### src/rtl/pckthandler_pkg.sv
// Shared CSI-2 packet handler definitions: data types, parser states
// and small header-decoding helpers.
package pckthandler_pkg;

    typedef logic [5:0] dt_t;

    localparam dt_t DT_FS       = 6'h00;
    localparam dt_t DT_FE       = 6'h01;
    localparam dt_t DT_LS       = 6'h02;
    localparam dt_t DT_LE       = 6'h03;
    localparam dt_t DT_LONG_MIN = 6'h10;
    localparam dt_t DT_RAW8     = 6'h2A;
    localparam dt_t DT_RAW10    = 6'h2B;

    typedef enum logic [1:0] {
        IDLE,
        HDR2,
        PAYLOAD,
        FOOTER
    } state_t;

    function automatic logic is_short(input dt_t dt);
        return dt < DT_LONG_MIN;
    endfunction

    // Payload words minus one: ceil(wc/2)-1 always fits 15 bits.
    function automatic logic [14:0] words_m1(input logic [15:0] wc);
        logic [15:0] t;
        t = wc - 16'd1;
        return t[15:1];
    endfunction

endpackage

### src/rtl/pckthandler.sv
// CSI-2 packet parser: strips header/footer, forwards long-packet
// payload inside a frame, tracks frame state from FS/FE.
module pckthandler
    import pckthandler_pkg::*;
(
    input  logic        clk,
    input  logic        reset,
    input  logic [15:0] din,
    input  logic        din_valid,
    output logic [15:0] dout,
    output logic        fr_active,
    output logic        fr_valid
);

    state_t      state;
    dt_t         dt;
    logic [7:0]  wc_lo;
    logic [14:0] cnt;
    logic [15:0] wc;

    assign wc = {din[15:8], wc_lo};

    always_ff @(posedge clk or negedge reset) begin
        if (!reset) begin
            state     <= IDLE;
            dt        <= '0;
            wc_lo     <= '0;
            cnt       <= '0;
            dout      <= '0;
            fr_active <= 1'b0;
            fr_valid  <= 1'b0;
        end else begin
            fr_valid <= 1'b0;
            // A gap aborts any packet in flight.
            if (!din_valid) begin
                state <= IDLE;
            end else begin
                unique case (state)
                    IDLE: begin
                        dt    <= din[13:8];
                        wc_lo <= din[7:0];
                        state <= HDR2;
                    end
                    HDR2: begin
                        if (is_short(dt)) begin
                            if (dt == DT_FS)
                                fr_active <= 1'b1;
                            else if (dt == DT_FE)
                                fr_active <= 1'b0;
                            state <= IDLE;
                        end else begin
                            cnt   <= words_m1(wc);
                            state <= (wc == 16'd0) ? FOOTER : PAYLOAD;
                        end
                    end
                    PAYLOAD: begin
                        if (fr_active) begin
                            dout     <= din;
                            fr_valid <= 1'b1;
                        end
                        if (cnt == 15'd0)
                            state <= FOOTER;
                        else
                            cnt <= cnt - 15'd1;
                    end
                    FOOTER: begin
                        state <= IDLE;
                    end
                    default: begin
                        state <= IDLE;
                    end
                endcase
            end
        end
    end

endmodule

### config.mk
export PLATFORM = sky130hd
export DESIGN_NAME = pckthandler
export DESIGN_NICKNAME = d
export VERILOG_FILES = /design/src/rtl/pckthandler_pkg.sv /design/src/rtl/pckthandler.sv
export SDC_FILE = /design/constraint.sdc
export NUM_CORES = 1
export LEC_CHECK = 0
export BUFFER_PORTS_ARGS = -buffer_cell sky130_fd_sc_hd__buf_2
export CORE_MARGIN = 5
export CORE_UTILIZATION = 25
export DETAILED_ROUTE_END_ITERATION = 8
export GPL_TIMING_DRIVEN = 0
export HOLD_SLACK_MARGIN = 0.06
export PLACE_DENSITY = 0.45
export SYNTH_ARGS = -nofsm -noshare
export SYNTH_HDL_FRONTEND = slang
export SYNTH_SLANG_ARGS = --single-unit
export TNS_END_PERCENT = 30
### constraint.sdc
create_clock -name clk -period 2.6 [get_ports clk]
set_input_delay 0.52 -clock clk [delete_from_list [all_inputs] [get_ports clk]]
set_output_delay 0.52 -clock clk [all_outputs]
set_load 0.01 [all_outputs]
==> impl_results.md, run 1 <==
* Vias at 1996
* Min-delay worst type: primary input to asynchronous set/reset pin
* Worst flop-to-flop path endpoint: cnt[10]
* Clock-pin transition on the worst setup and hold timing paths at 0.09 ns
* Pwr Density at 855 mW/mm^2
* Total die area at 0.0123 sq mm
* CTS Buf Count at 5
* Hold buffer count at cts at 0
* Async S/R FF share, synth at 100%
* WS Path Type: flop to flop
* # rows at 36
* Cell family with most CP delay: simple AND/OR/NAND/NOR gates
* Worst-Skew Late Latency at 0.30 ns
* Cell leakage power at 1.29 nW
* Max_slew headroom at 25.2%
* Syn Nets at 267
* Initial DRC Count at 60
* CTS H-tree depth at 2
* Most common cell in the netlist: dfrtp_1
* Cells on worst reg2reg path at 8
* Avg Cell Area, Syn at 10.4 sq um
* Post-Syn Area at 0.00254 sq mm
* First-pass GRT wire length at 10800 um
* Die width at 111 um
* Hpwl dp at 4750 um
* Core Area at 0.00982 sq mm
* Die Ht at 111 um
* Pin count of the biggest net entering global routing at 50
* Worst Path Required at 2.79 ns
* Fin util at 30.7%
* Area contributors post-synth: dfrtp_1, mux2_2, o21ai_0, nor2_1, a21oi_1
* Initial antenna violation count at 0
* Synth unique cells at 45
* Cells after DPL at 414
* Clk_skew at 0.00331 ns
* Diodes inserted at 0
* NumNets Final at 313
* Clk Tree Root Cell: clkbuf_8
* Minimum clock period at 2.44 ns
* Layout cells sized above 1 at 28.8%
* Mapped Cells at 245
* Vias per cell at 4.70
* Tcrit/Tclk final at 93.9%
* Non-Filler Instances at 425
* Yosys top cell by area: dfrtp_1
* Worst R2R Setup Slack at 0.16 ns
* Slew Viols, Final at 0
* Buffers on Ports at 36
* Post-route DRC at 0
* CP Capture Type: flop
* RSZ-0062 raised after global routing: no
* Clock Path Buffers at 2
* Commonest cells in the synthesized netlist: dfrtp_1, mux2_2, o21ai_0
* EDFF count, synth at 0
* Share of the synthesized area in the top cell type at 48.3%
* Worst vdd ir at 0.281 mV
* Status: complete, no violations
* Post-DR wirelength/cell at 15.2 um
* Total congestion overflow at 0
* Critical path buffers and inverters at 2
* Critical-path cell list: inv_1 -> ha_2 -> or3b_2 -> or4_4 -> o221ai_2 -> buf_6 -> a21oi_1 -> o22a_1
* Final Hold Vio Count at 0
* Tot GR Track Use at 10.7%
* Crit path max fanout at 10
* CP Launch Type: flop
* Initial cell density of the core at 25.9%
* Slowest CP cell: or3b_2
* Post-route ant nets at 0
* Ys flop type: dfrtp_1
* Final setup fails at 0
* Worst R2R Start: cnt[0]
* WL final at 6460 um
* Worst Tran Pin Value at 1.12 ns
* # clock sinks at 49
* Gp weighted congestion at 0.771
* CP arrival at 2.64 ns
* FMAX at 410 MHz
* Max incr delay on CP at 0.49 ns
* Router iterations before antenna repair at 4
* CTS tree: yes
* P&R area growth vs syn at 18.5%
* Boundary Pins at 37
* Vias in the first global route at 2117
* Flop and latch count out of synthesis at 49
* Ys Warns at 0
* Seq/Total Area, Yosys at 48.3%
* Max_cap viols at 0
[what timing repair did]
item / in CTS / in global routing
setup endpoints to repair: 2 / 13
gates resized for setup: 2 / 2
pin swaps: 0 / 2
setup buffers: 0 / 3
[how the worst max path moves through the flow]
stage	from	to	cells past startpoint
after floorplan	cnt[0]	cnt[10]	8
after global placement	din_valid	dt[0]	4
after detailed placement	din_valid	dt[2]	4
after CTS	cnt[0]	cnt[4]	8
after global routing	cnt[0]	cnt[9]	8
final	cnt[0]	cnt[10]	8
[power by group]
part / internal, mW / switching [mW]
registers: 1.02 / 0.224
logic: 0.417 / 0.460
clock network: 0.190 / 0.263
[through the flow]
step	TNS (ns)	cell area, sq um	setup WS, ns	total power [mW]	hold slack, ns
2_1_floorplan	0	2540	0.237	1.79	0.224
3_3_place_gp	-1.22	2890	-0.204	2.10	0.468
3_5_place_dp	-1.05	2890	-0.174	2.12	0.469
4_1_cts	0	2980	0.00511	2.59	0.425
5_1_grt	0	3010	0.0945	2.78	0.449
6_report	0	3010	0.159	2.58	0.428
[cells in the final DEF, fill, tap and decap left out, types with 3 or more instances in the layout]
cell type	synthesis	final
xor2_1	4	4
buf_4	1	3
nor4_1	8	8
inv_1	6	6
xnor2_1	7	7
nor2_1	19	19
buf_2	2	37
nand3_1	5	5
o21ai_0	20	20
a21oi_1	14	14
nand2_1	16	16
nand4b_1	4	4
nand4_1	4	4
nor2b_1	3	3
nor3_1	6	6
or4_1	4	4
o21a_1	3	3
mux2_2	28	28
clkbuf_1	9	10
o31ai_1	3	3
clkbuf_8	0	5
dfrtp_1	49	49
[registers in the layout, indices dropped and copies added (netlist names)]
name / count
cnt: 15
dout: 16
dt: 6
fr_active: 1
fr_valid: 1
state: 2
wc_lo: 8
[cell type report]
class                   instances  area [sq um]
inverters                       6          22.5
multi-input cells             177          1240
repair buffers                 39           203
clock buffers                   6          72.6
well taps                     133           166
flip-flops and latches         49          1230
fillers                      1079          6810
clock inverters                 2          15.0
plain buffers                  13          68.8
[layer usage]
layer | up-vias | wire [um] | track usage (%) | share of wire [%]
met5 | - | 0 | 0 | 0
met4 | 0 | 40 | 2.22 | 0.62
met3 | 4 | 234 | 1.97 | 3.6
met2 | 40 | 3130 | 18.0 | 48
met1 | 964 | 3050 | 14.2 | 47
li1 | 988 | - | - | -
[kinds of logic (layout without fill, tap and decap cells)]
kind of cell / count (synthesis) / in the layout / share of synthesized area, %
mux: 28 / 28 / 12.4
compound gates: 55 / 55 / 13.8
flops: 49 / 49 / 48.3
fa+ha+maj: 3 / 3 / 1.48
xor+xnor: 11 / 11 / 3.79
simple gates: 80 / 80 / 16.9
buf+inv: 19 / 66 / 3.35
No activity file was read; power rests on OpenSTA's default activity.
==> inputs of run 2 (changes only) <==
--- a/config.mk
+++ b/config.mk
@@ -6,6 +6,7 @@
 export NUM_CORES = 1
 export LEC_CHECK = 0
 export BUFFER_PORTS_ARGS = -buffer_cell sky130_fd_sc_hd__buf_2
+export CORE_ASPECT_RATIO = 1.4
 export CORE_MARGIN = 5
 export CORE_UTILIZATION = 25
 export DETAILED_ROUTE_END_ITERATION = 8
==> impl_results.md, run 2 (synthesis results as in run 1) <==
* Status: complete, no violations (unchanged)
* Worst vdd ir at 0.355 mV (was 0.281 mV)
* Crit path max fanout at 10 (unchanged)
* Boundary Pins at 37 (unchanged)
* CP arrival at 2.64 ns (about the same)
* FMAX at 407 MHz (was 410 MHz)
* Core Area at 0.00995 sq mm (was 0.00982 sq mm)
* CP Launch Type: flop (unchanged)
* Slew Viols, Final at 0 (unchanged)
* Pwr Density at 924 mW/mm^2 (was 855 mW/mm^2)
* Vias at 2028 (was 1996)
* Final setup fails at 0 (unchanged)
* Clock-pin transition on the worst setup and hold timing paths at 0.07 ns (was 0.09 ns)
* # rows at 43 (was 36)
* Router iterations before antenna repair at 4 (unchanged)
* Minimum clock period at 2.45 ns (was 2.44 ns)
* Final instance area at 0.00307 sq mm (was 0.00301 sq mm)
* Vias in the first global route at 2092 (was 2117)
* Max_slew headroom at 22.2% (was 25.2%)
* Tcrit/Tclk final at 94.4% (was 93.9%)
* Area of the multi-input gates at 0.00124 sq mm (about the same)
* Max_cap viols at 0 (unchanged)
* Worst Path Required at 2.78 ns (was 2.79 ns)
* Die Ht at 129 um (was 111 um)
* Final Hold Vio Count at 0 (unchanged)
* Fin util at 30.9% (was 30.7%)
* RSZ-0062 raised after global routing: no (unchanged)
* Most frequent cells in the layout: dfrtp_1, buf_2, mux2_2 (unchanged)
* # clock sinks at 49 (unchanged)
* NumNets Final at 310 (was 313)
* Vias per cell at 4.79 (was 4.70)
* CTS Buf Count at 5 (unchanged)
* Post-DR wirelength/cell at 15.5 um (was 15.2 um)
* Clock Path Buffers at 2 (unchanged)
* Die width at 95.2 um (was 111 um)
* P&R area growth vs syn at 20.9% (was 18.5%)
* Hpwl dp at 4850 um (was 4750 um)
* Hold Path Depth at 3
* First-pass GRT wire length at 10900 um (was 10800 um)
* Clk Tree Root Cell: clkbuf_16 (was clkbuf_8)
* Worst R2R Setup Slack at 0.15 ns (was 0.16 ns)
* Max reg flops at 16 (unchanged)
* Setup WS pre-CTS at -0.203 ns (was -0.174 ns)
* Tot GR Track Use at 11.6% (was 10.7%)
* Most common cell after layout, fill and taps aside: dfrtp_1 (unchanged)
* Post-route ant nets at 0 (unchanged)
* Placed instance area at 0.00289 sq mm (about the same)
* Total congestion overflow at 0 (unchanged)
* Post-route setup slack at 0.145 ns (was 0.159 ns)
* Cell leakage power at 1.32 nW (was 1.29 nW)
* Worst Tran Pin Value at 1.17 ns (was 1.12 ns)
* Post-CTS setup buffers at 0 (unchanged)
* Initial cell density of the core at 25.5% (was 25.9%)
* WS Path Type: flop to flop (unchanged)
* Buffers on Ports at 36 (unchanged)
* Post-route DRC at 0 (unchanged)
* Initial antenna violation count at 0 (unchanged)
* Pin count of the biggest net entering global routing at 50 (unchanged)
* WL final at 6550 um (was 6460 um)
* Hold buffer count at cts at 0 (unchanged)
* Initial DRC Count at 120 (was 60)
* Cells on worst reg2reg path at 8 (unchanged)
* Min-delay worst type: primary input to flop (was primary input to asynchronous set/reset pin)
* CTS tree: yes (unchanged)
* Diodes inserted at 0 (unchanged)
* Layout cells sized above 1 at 27.8% (was 28.8%)
* Worst-Skew Late Latency at 0.29 ns (was 0.30 ns)
* Fillers at 1043 (was 1079)
* Gp weighted congestion at 0.785 (was 0.771)
* Clk_skew at 0.00632 ns (was 0.00331 ns)
* CTS H-tree depth at 2 (unchanged)
* FF/Latch Area at 0.00123 sq mm (unchanged)
* Biggest regs: dout x16, cnt x15, wc_lo x8 (unchanged)
* Biggest register: dout (unchanged)
* Total die area at 0.0123 sq mm (about the same)
* CP Capture Type: flop (unchanged)
[run 2: cell count changes in the layout (fill, tap and decap cells not counted), moves of 2 or more]
cell	change
clkbuf_16	+5
clkbuf_8	-5
clkinvlp_4	-2
buf_4	-3
[run 2: worst paths after layout]
| check | from | endpoint |
|---|---|---|
| max in group asynchronous | reset | state[1] |
| min in group asynchronous | reset | dout[5] |
| worst max register to register | cnt[0] | cnt[10] |
| worst min-delay path | din[0] | wc_lo[0] |
| worst min register to register | dt[0] | fr_active |
| worst max-delay path | cnt[0] | cnt[10] |
[run 2: worst max-delay path: stages, from the launching register on]
cell and delay [ns]:
dfrtp_1 0.41, inv_1 0.10, ha_1 0.19, or3b_2 0.50, or4_4 0.48, o221ai_4 0.23
buf_6 0.17, a21oi_1 0.05, o22a_1 0.21
[run 2: final cells by class]
type / count / area share (%)
Clock buffer: 5 / 4.07
Tap cell: 135 / 5.50
Sequential cell: 49 / 39.9
Timing Repair Buffer: 36 / 5.87
Buffer: 13 / 2.24
Inverter: 6 / 0.733
Multi-Input combinational cell: 177 / 40.5
Clock inverter: 2 / 1.14
[run 2: per-layer routing]
layer / routed length (um) / GRT usage (%)
met5: 0 / 0
met4: 112 / 5.52
met3: 188 / 1.86
met2: 3390 / 19.5
met1: 2850 / 14.2
[run 2: power breakdown]
part           switching, mW  internal (mW)
Sequential             0.231           1.02
Combinational          0.451          0.398
Clock                  0.289          0.447
Total                  0.970           1.87
[run 2: repair_timing]
action | CTS | global route
endpoints found under the setup margin | 1 | 21
pin swaps | 0 | 1
gates resized for setup | 1 | 3
[run 2: per-stage QoR]
stage	cells	hold slack (ns)	setup TNS [ns]	total power, mW
finish	423	0.449	0	2.84
global route	423	0.472	0	3.05
global placement	416	0.446	-1.13	2.10
floorplan	245	0.224	0	1.79
detailed placement	416	0.447	-1.20	2.12
CTS	423	0.442	0	2.87
